--- config.mk ---
export PLATFORM = sky130hd
export DESIGN_NAME = keypad_scanner
export DESIGN_NICKNAME = d
export VERILOG_FILES = /design/src/rtl/keypad_pkg.sv /design/src/rtl/keypad_row_scanner.sv /design/src/rtl/keypad_scanner.sv
export SDC_FILE = /design/constraint.sdc
export NUM_CORES = 1
export LEC_CHECK = 0
export BUFFER_PORTS_ARGS = -buffer_cell sky130_fd_sc_hd__buf_2
export CAP_MARGIN = 20
export CORE_MARGIN = 4
export CORE_UTILIZATION = 45
export CTS_BUF_LIST = sky130_fd_sc_hd__clkbuf_4
export DETAILED_ROUTE_END_ITERATION = 12
export PLACE_DENSITY = 0.64
export SYNTH_ARGS = -nofsm -noshare
export SYNTH_HDL_FRONTEND = slang
export SYNTH_HIERARCHICAL = 1
export SYNTH_SLANG_ARGS = --single-unit
--- constraint.sdc ---
create_clock -name clk -period 4.5 [get_ports clk]
set_input_delay 0.675 -clock clk [delete_from_list [all_inputs] [get_ports clk]]
set_output_delay 0.675 -clock clk [all_outputs]
set_load 0.1 [all_outputs]
--- src/rtl/keypad_pkg.sv ---
// Shared types and constants for the 4x4 keypad scanner.
// Frame results are 5 bits wide: bit 4 set encodes an empty frame (NO_KEY).
package keypad_pkg;

    localparam int ROWS = 4;
    localparam int COLS = 4;

    typedef logic [3:0] key_code_t;
    typedef logic [4:0] frame_res_t;

    localparam frame_res_t NO_KEY = 5'b1_0000;

    typedef enum logic [1:0] {IDLE, DEBOUNCE, PRESSED, RELEASE} kp_state_t;

    // Lowest active column of one row, or NO_KEY when the row is quiet.
    function automatic frame_res_t lowest_col(input logic [1:0] row, input logic [COLS-1:0] hit);
        frame_res_t res;
        res = NO_KEY;
        for (int c = COLS - 1; c >= 0; c--) begin
            if (hit[c]) res = {1'b0, row, c[1:0]};
        end
        return res;
    endfunction

endpackage

--- src/rtl/keypad_row_scanner.sv ---
// Slot divider, rotating active-low row drive, column synchroniser and
// per-frame lowest-code capture; frame_done marks the last clk of slot 3.
module keypad_row_scanner
    import keypad_pkg::*;
#(
    parameter int SCAN_DIV_W = 16
) (
    input  logic            clk,
    input  logic            rst_n,
    input  logic [COLS-1:0] cols,
    output logic [ROWS-1:0] rows,
    output logic            frame_done,
    output frame_res_t      frame_result
);

    if (SCAN_DIV_W < 2) begin : g_bad_div
        $error("SCAN_DIV_W must be at least 2");
    end

    logic [SCAN_DIV_W-1:0] div_cnt;
    logic [1:0]            row_idx;
    logic [COLS-1:0]       cols_meta;
    logic [COLS-1:0]       cols_sync;
    frame_res_t            best;
    frame_res_t            slot_res;
    frame_res_t            merged;
    logic                  slot_last;

    assign slot_last = &div_cnt;

    // NOTE: sequential state uses non-blocking assignments so every flop samples pre-edge values.
    always_ff @(posedge clk or negedge rst_n) begin
        if (!rst_n) begin
            div_cnt   <= '0;
            row_idx   <= 2'd0;
            cols_meta <= '1;
            cols_sync <= '1;
            best      <= NO_KEY;
        end else begin
            div_cnt   <= div_cnt + SCAN_DIV_W'(1);
            cols_meta <= cols;
            cols_sync <= cols_meta;
            if (slot_last) begin
                row_idx <= row_idx + 2'd1;
                best    <= (row_idx == 2'd3) ? NO_KEY : merged;
            end
        end
    end

    // Rows are scanned in ascending order, so the first hit of the frame is the lowest code.
    always_comb begin
        slot_res = lowest_col(row_idx, ~cols_sync);
        merged   = best[4] ? slot_res : best;
    end

    assign rows         = ~(ROWS'(1) << row_idx);
    assign frame_done   = slot_last && (row_idx == 2'd3);
    assign frame_result = merged;

endmodule

--- src/rtl/keypad_scanner.sv ---
// 4x4 keypad scanner: frame-level debounce FSM and four-digit shift register.
// Define KEYPAD_AUTOREPEAT_EN to re-accept a held key every REPEAT_FRAMES frames.
module keypad_scanner
    import keypad_pkg::*;
#(
    parameter int SCAN_DIV_W      = 16,
    parameter int DEBOUNCE_FRAMES = 4,
    parameter int REPEAT_FRAMES   = 32
) (
    input  logic            clk,
    input  logic            rst_n,
    input  logic [COLS-1:0] cols,
    output logic [ROWS-1:0] rows,
    output logic [15:0]     dout,
    output logic            key_valid,
    output key_code_t       key_code,
    output logic            key_down
);

    if (DEBOUNCE_FRAMES < 1 || DEBOUNCE_FRAMES > 15) begin : g_bad_db
        $error("DEBOUNCE_FRAMES must be in 1..15");
    end
    if (REPEAT_FRAMES < 1) begin : g_bad_rep
        $error("REPEAT_FRAMES must be at least 1");
    end

    localparam logic [3:0] DB_LAST = 4'(DEBOUNCE_FRAMES);

    logic       frame_done;
    frame_res_t frame_result;
    kp_state_t  state, state_nx;
    logic [3:0] cnt, cnt_nx;
    key_code_t  cand, cand_nx;
    logic       accept;
    logic       repeat_fire;
    logic       accept_any;
    logic       key_seen;

    keypad_row_scanner #(.SCAN_DIV_W(SCAN_DIV_W)) u_scan (
        .clk          (clk),
        .rst_n        (rst_n),
        .cols         (cols),
        .rows         (rows),
        .frame_done   (frame_done),
        .frame_result (frame_result)
    );

    assign key_seen = !frame_result[4];

    // NOTE: every combinational output gets a default first, so no path can infer a latch.
    always_comb begin
        state_nx = state;
        cnt_nx   = cnt;
        cand_nx  = cand;
        accept   = 1'b0;
        if (frame_done) begin
            unique case (state)
                IDLE: if (key_seen) begin
                    cand_nx = frame_result[3:0];
                    cnt_nx  = 4'd1;
                    if (DB_LAST == 4'd1) begin
                        accept   = 1'b1;
                        state_nx = PRESSED;
                    end else begin
                        state_nx = DEBOUNCE;
                    end
                end
                DEBOUNCE: if (!key_seen) begin
                    state_nx = IDLE;
                end else begin
                    if (frame_result[3:0] == cand) begin
                        cnt_nx = cnt + 4'd1;
                    end else begin
                        cand_nx = frame_result[3:0];
                        cnt_nx  = 4'd1;
                    end
                    if (cnt_nx == DB_LAST) begin
                        accept   = 1'b1;
                        state_nx = PRESSED;
                    end
                end
                PRESSED: if (!key_seen) begin
                    cnt_nx   = 4'd1;
                    state_nx = (DB_LAST == 4'd1) ? IDLE : RELEASE;
                end
                RELEASE: if (key_seen) begin
                    state_nx = PRESSED;
                end else begin
                    cnt_nx = cnt + 4'd1;
                    if (cnt_nx == DB_LAST) state_nx = IDLE;
                end
                default: state_nx = IDLE;
            endcase
        end
    end

`ifdef KEYPAD_AUTOREPEAT_EN
    localparam int                REP_W       = $clog2(REPEAT_FRAMES + 1);
    localparam logic [REP_W-1:0] REP_LAST_M1 = REP_W'(REPEAT_FRAMES - 1);

    logic [REP_W-1:0] rep_cnt, rep_nx;

    // Only frames that find the accepted key while already in PRESSED count towards a repeat.
    always_comb begin
        rep_nx      = rep_cnt;
        repeat_fire = 1'b0;
        if (frame_done) begin
            if (state == PRESSED && key_seen && frame_result[3:0] == cand) begin
                if (rep_cnt == REP_LAST_M1) begin
                    repeat_fire = 1'b1;
                    rep_nx      = '0;
                end else begin
                    rep_nx = rep_cnt + REP_W'(1);
                end
            end else begin
                rep_nx = '0;
            end
        end
    end

    always_ff @(posedge clk or negedge rst_n) begin
        if (!rst_n) rep_cnt <= '0;
        else        rep_cnt <= rep_nx;
    end
`else
    assign repeat_fire = 1'b0;
`endif

    assign accept_any = accept | repeat_fire;

    always_ff @(posedge clk or negedge rst_n) begin
        if (!rst_n) begin
            state     <= IDLE;
            cnt       <= 4'd0;
            cand      <= '0;
            key_valid <= 1'b0;
            key_code  <= '0;
            dout      <= '0;
        end else begin
            state     <= state_nx;
            cnt       <= cnt_nx;
            cand      <= cand_nx;
            key_valid <= accept_any;
            if (accept_any) begin
                key_code <= cand_nx;
                dout     <= {dout[11:0], cand_nx};
            end
        end
    end

    assign key_down = (state == PRESSED) || (state == RELEASE);

endmodule

==> flow_summary.yaml <==
outcome:
  status: "complete, no violations"
detailed_routing:
  vias_per_cell: 5.08
  wl_met1_mm: 2.23
  drt_iter0_drc: 103
  routed-wl-met2_mm: 1.80
  route.met3.wl_um: 176
  dr_total_vias: 1683
  drt-total-wl_mm: 4.28
  ant_nets: 0
  drc: 0
  wl_per_cell_um: 12.9
  drt_first_pass_iters: 4
  routed.top_layer: "met4"
flow_run:
  maxCapViolCount: 0
power:
  power.share.sequential: 0.556
  net-switching-power_mw: 0.194
  pwr-share-clk: 0.430
  p_sw_frac: 0.203
  ir_drop_uv: 186
  p_per_area_nw_per_um2: 318
  p_leak_nw: 1.42
  combPwrFrac: 0.014
  intPower_mw: 0.758
grt:
  grt_pass1_wl_mm: 7.96
  grt_overflow_total: 0
  antenna_found_initial: 0
  first_global_vias: 1717
  grt_usage: 0.138
  grt_max_degree: 46
cells_and_area:
  drive_above_1_share: 0.332
  register_area_um2: 1460
  diodes: 0
  multi_input_area_um2: 1050
  syn2layout_area_growth_pct: 12.7
  num-nets-final: 267
  n_fill_cell: 529
logic_synthesis:
  ys.flop_type: "dfrtp_1"
  synth_edf_count: 0
  synthArstFlopShare: 1.00
  synth_area_leaders: "dfrtp_1 (46%), dfstp_2 (8.9%), mux2_2 (8.5%), xnor2_1 (5.6%), ha_1 (3.3%)"
  synth_area_um2: 2660
  ys_ff_latch: 58
  synth_top_cell_area_share: 0.461
  synth-seq-area-share: 0.550
  ys_types: 45
  yosysTopAreaCell: "dfrtp_1"
  synth_fp_nets: 234
  synth_area_per_cell_um2: 12.0
  syn_inst: 221
  yosysWarnings: 6
placement:
  portBuffers: 31
  place_hpwl_mm: 3.06
  routabilityCongestion: 0.921
  dpl_worst_slack_ps: 1240
sta:
  fin_crit_sh: 0.728
  setup_violations: 0
  clock.fmax_ghz: 0.305
  rsz0062_at_grt: "no"
  max_slew_margin: 0.641
  fin_tns_setup_ps: 0
  final_hold_viol_count: 0
  drv_slew: 0
  worst_pin_slew_ps: 538
  finClkSkew_ps: 9.01
  finalCriticalPeriod_ps: 3270
  setup_ws_ps: 1230
floorplanning:
  dieArea_um2: 7200
  rows: 27
  die_w_um: 84.9
  ios: 32
  start_util: 0.474
  die-height_um: 84.9
  core_um2: 5610
cts:
  cts_buffers: 9
  clkLatencyLatePin_ps: 380
  clockRootBuffer: "clkbuf_4"
  post-cts-setup-buffers: 0
  cts_buffer_depth: 2
  cts_resized: 0
  clock_sinks: 58
  cts_tree: "built"
  htree_levels: 3
  ctsHoldBuffers: 0
  cts.clk_slew.worst_paths_ps: 90
worst_setup_path:
  crit_type: "reg2reg"
  critical_path_required_ps: 4770
  cp_max_fo: 16
  worstSetupStartpointType: "flip-flop"
  cp.arrival_ps: 3540
  endpoint_kind: "flip-flop"
worst_hold_path:
  hold_path_class: "in2async"
registers in the layout (all words and copies together), names as in the netlist, named ones only:
register	cells
cand	4
u_scan/best	5
u_scan/cols_meta	4
u_scan/row_idx	2
u_scan/div_cnt	16
cnt	4
state	1
u_scan/cols_sync	4
key_valid	1
dout	16
layout by cell type, fill, tap and decap left out, drive strengths merged, types with 2 or more instances in the layout:
master | Yosys | routed
dfrtp | 49 | 49
buf | 8 | 33
mux2 | 21 | 21
inv | 17 | 17
xnor2 | 17 | 17
nand2 | 13 | 13
nand3 | 11 | 11
clkbuf | 3 | 10
o21ai | 10 | 10
dfstp | 9 | 9
nor2 | 7 | 7
nand4 | 7 | 7
ha | 7 | 7
a21oi | 6 | 6
xor2 | 4 | 4
o31ai | 4 | 4
nor4 | 3 | 3
clkinv | 0 | 3
nand3b | 2 | 2
a22o | 2 | 2
bufinv | 0 | 2
a31oi | 2 | 2
or4 | 2 | 2
and3 | 2 | 2
kinds of logic after synthesis:
logic type	after synthesis	synth area share
DFF	58	0.550
and+or+nand+nor	55	0.121
AOI/OAI and AO/OA	31	0.0815
buffers and inverters	28	0.0541
xor gates and xnor gates	21	0.0692
muxes	21	0.0904
adders and majority gates	7	0.0330
power groups by stage:
stage                     Clock (mW)  Combinational, mW  Sequential, mW
after floorplan                    0           0.000835           0.539
after global placement             0             0.0139           0.539
after detailed placement           0             0.0140           0.539
after CTS                      0.423             0.0139           0.529
after global routing           0.447             0.0160           0.530
final                          0.409             0.0129           0.529
worst paths after layout:
check | from | slack, ps | to | cells after the start
setup reg to reg | u_scan/div_cnt[0] | 1230 | dout[5] | 9
hold reg to reg | u_scan/cols_meta[2] | 360 | u_scan/cols_sync[2] | 0
max in group asynchronous | rst_n | 3480 | u_scan/cols_sync[3] | 2
min in group clk | u_scan/cols_meta[2] | 360 | u_scan/cols_sync[2] | 0
setup / recovery | u_scan/div_cnt[0] | 1230 | dout[5] | 9
hold / removal | rst_n | 170 | u_scan/div_cnt[2] | 1
metrics by stage:
stage	area [um^2]	hold slack [ps]	util	cells	power [mW]
global route	2990	172	0.534	331	0.993
finish	2990	173	0.534	331	0.952
global placement	2840	346	0.506	315	0.553
floorplan	2660	345	-	221	0.540
detailed placement	2840	347	0.506	315	0.553
CTS	2990	161	0.534	331	0.966
synthesized netlist by cell type (2+ instances only):
cell and instances:
a21oi_1 6, clkbuf_1 3, nand2_1 13, xnor2_1 17, o21ai_0 10, nor4_1 2, a22o_1 2, dfstp_2 9
buf_6 3, mux2_2 20, nand3b_1 2, nor2_1 7, nand3_1 10, xor2_1 4, buf_4 4, ha_1 7
inv_1 17, dfrtp_1 49, nand4_1 7, o31ai_1 4
critical path: stages (launching register included):
cell	delay [ps]
dfrtp_1	390
ha_1	280
inv_1	60
or4_4	590
or2_1	370
nor2_1	400
nand2_1	210
nor4_4	230
buf_4	270
mux2_2	360
per-layer routing:
| layer | up-vias | track usage |
|---|---|---|
| met5 | - | 0 |
| met4 | 0 | 0.0734 |
| met3 | 6 | 0.0291 |
| met2 | 36 | 0.191 |
| met1 | 807 | 0.201 |
| li1 | 834 | - |
cell type report:
type	instances	area share
clock inverters	6	0.0272
well taps	72	0.0301
multi-input cells	135	0.351
clock buffers	10	0.0251
inverters	17	0.0213
flip-flops and latches	58	0.489
repair buffers	33	0.0568
Note: power is estimated with default switching activity, not from simulation.
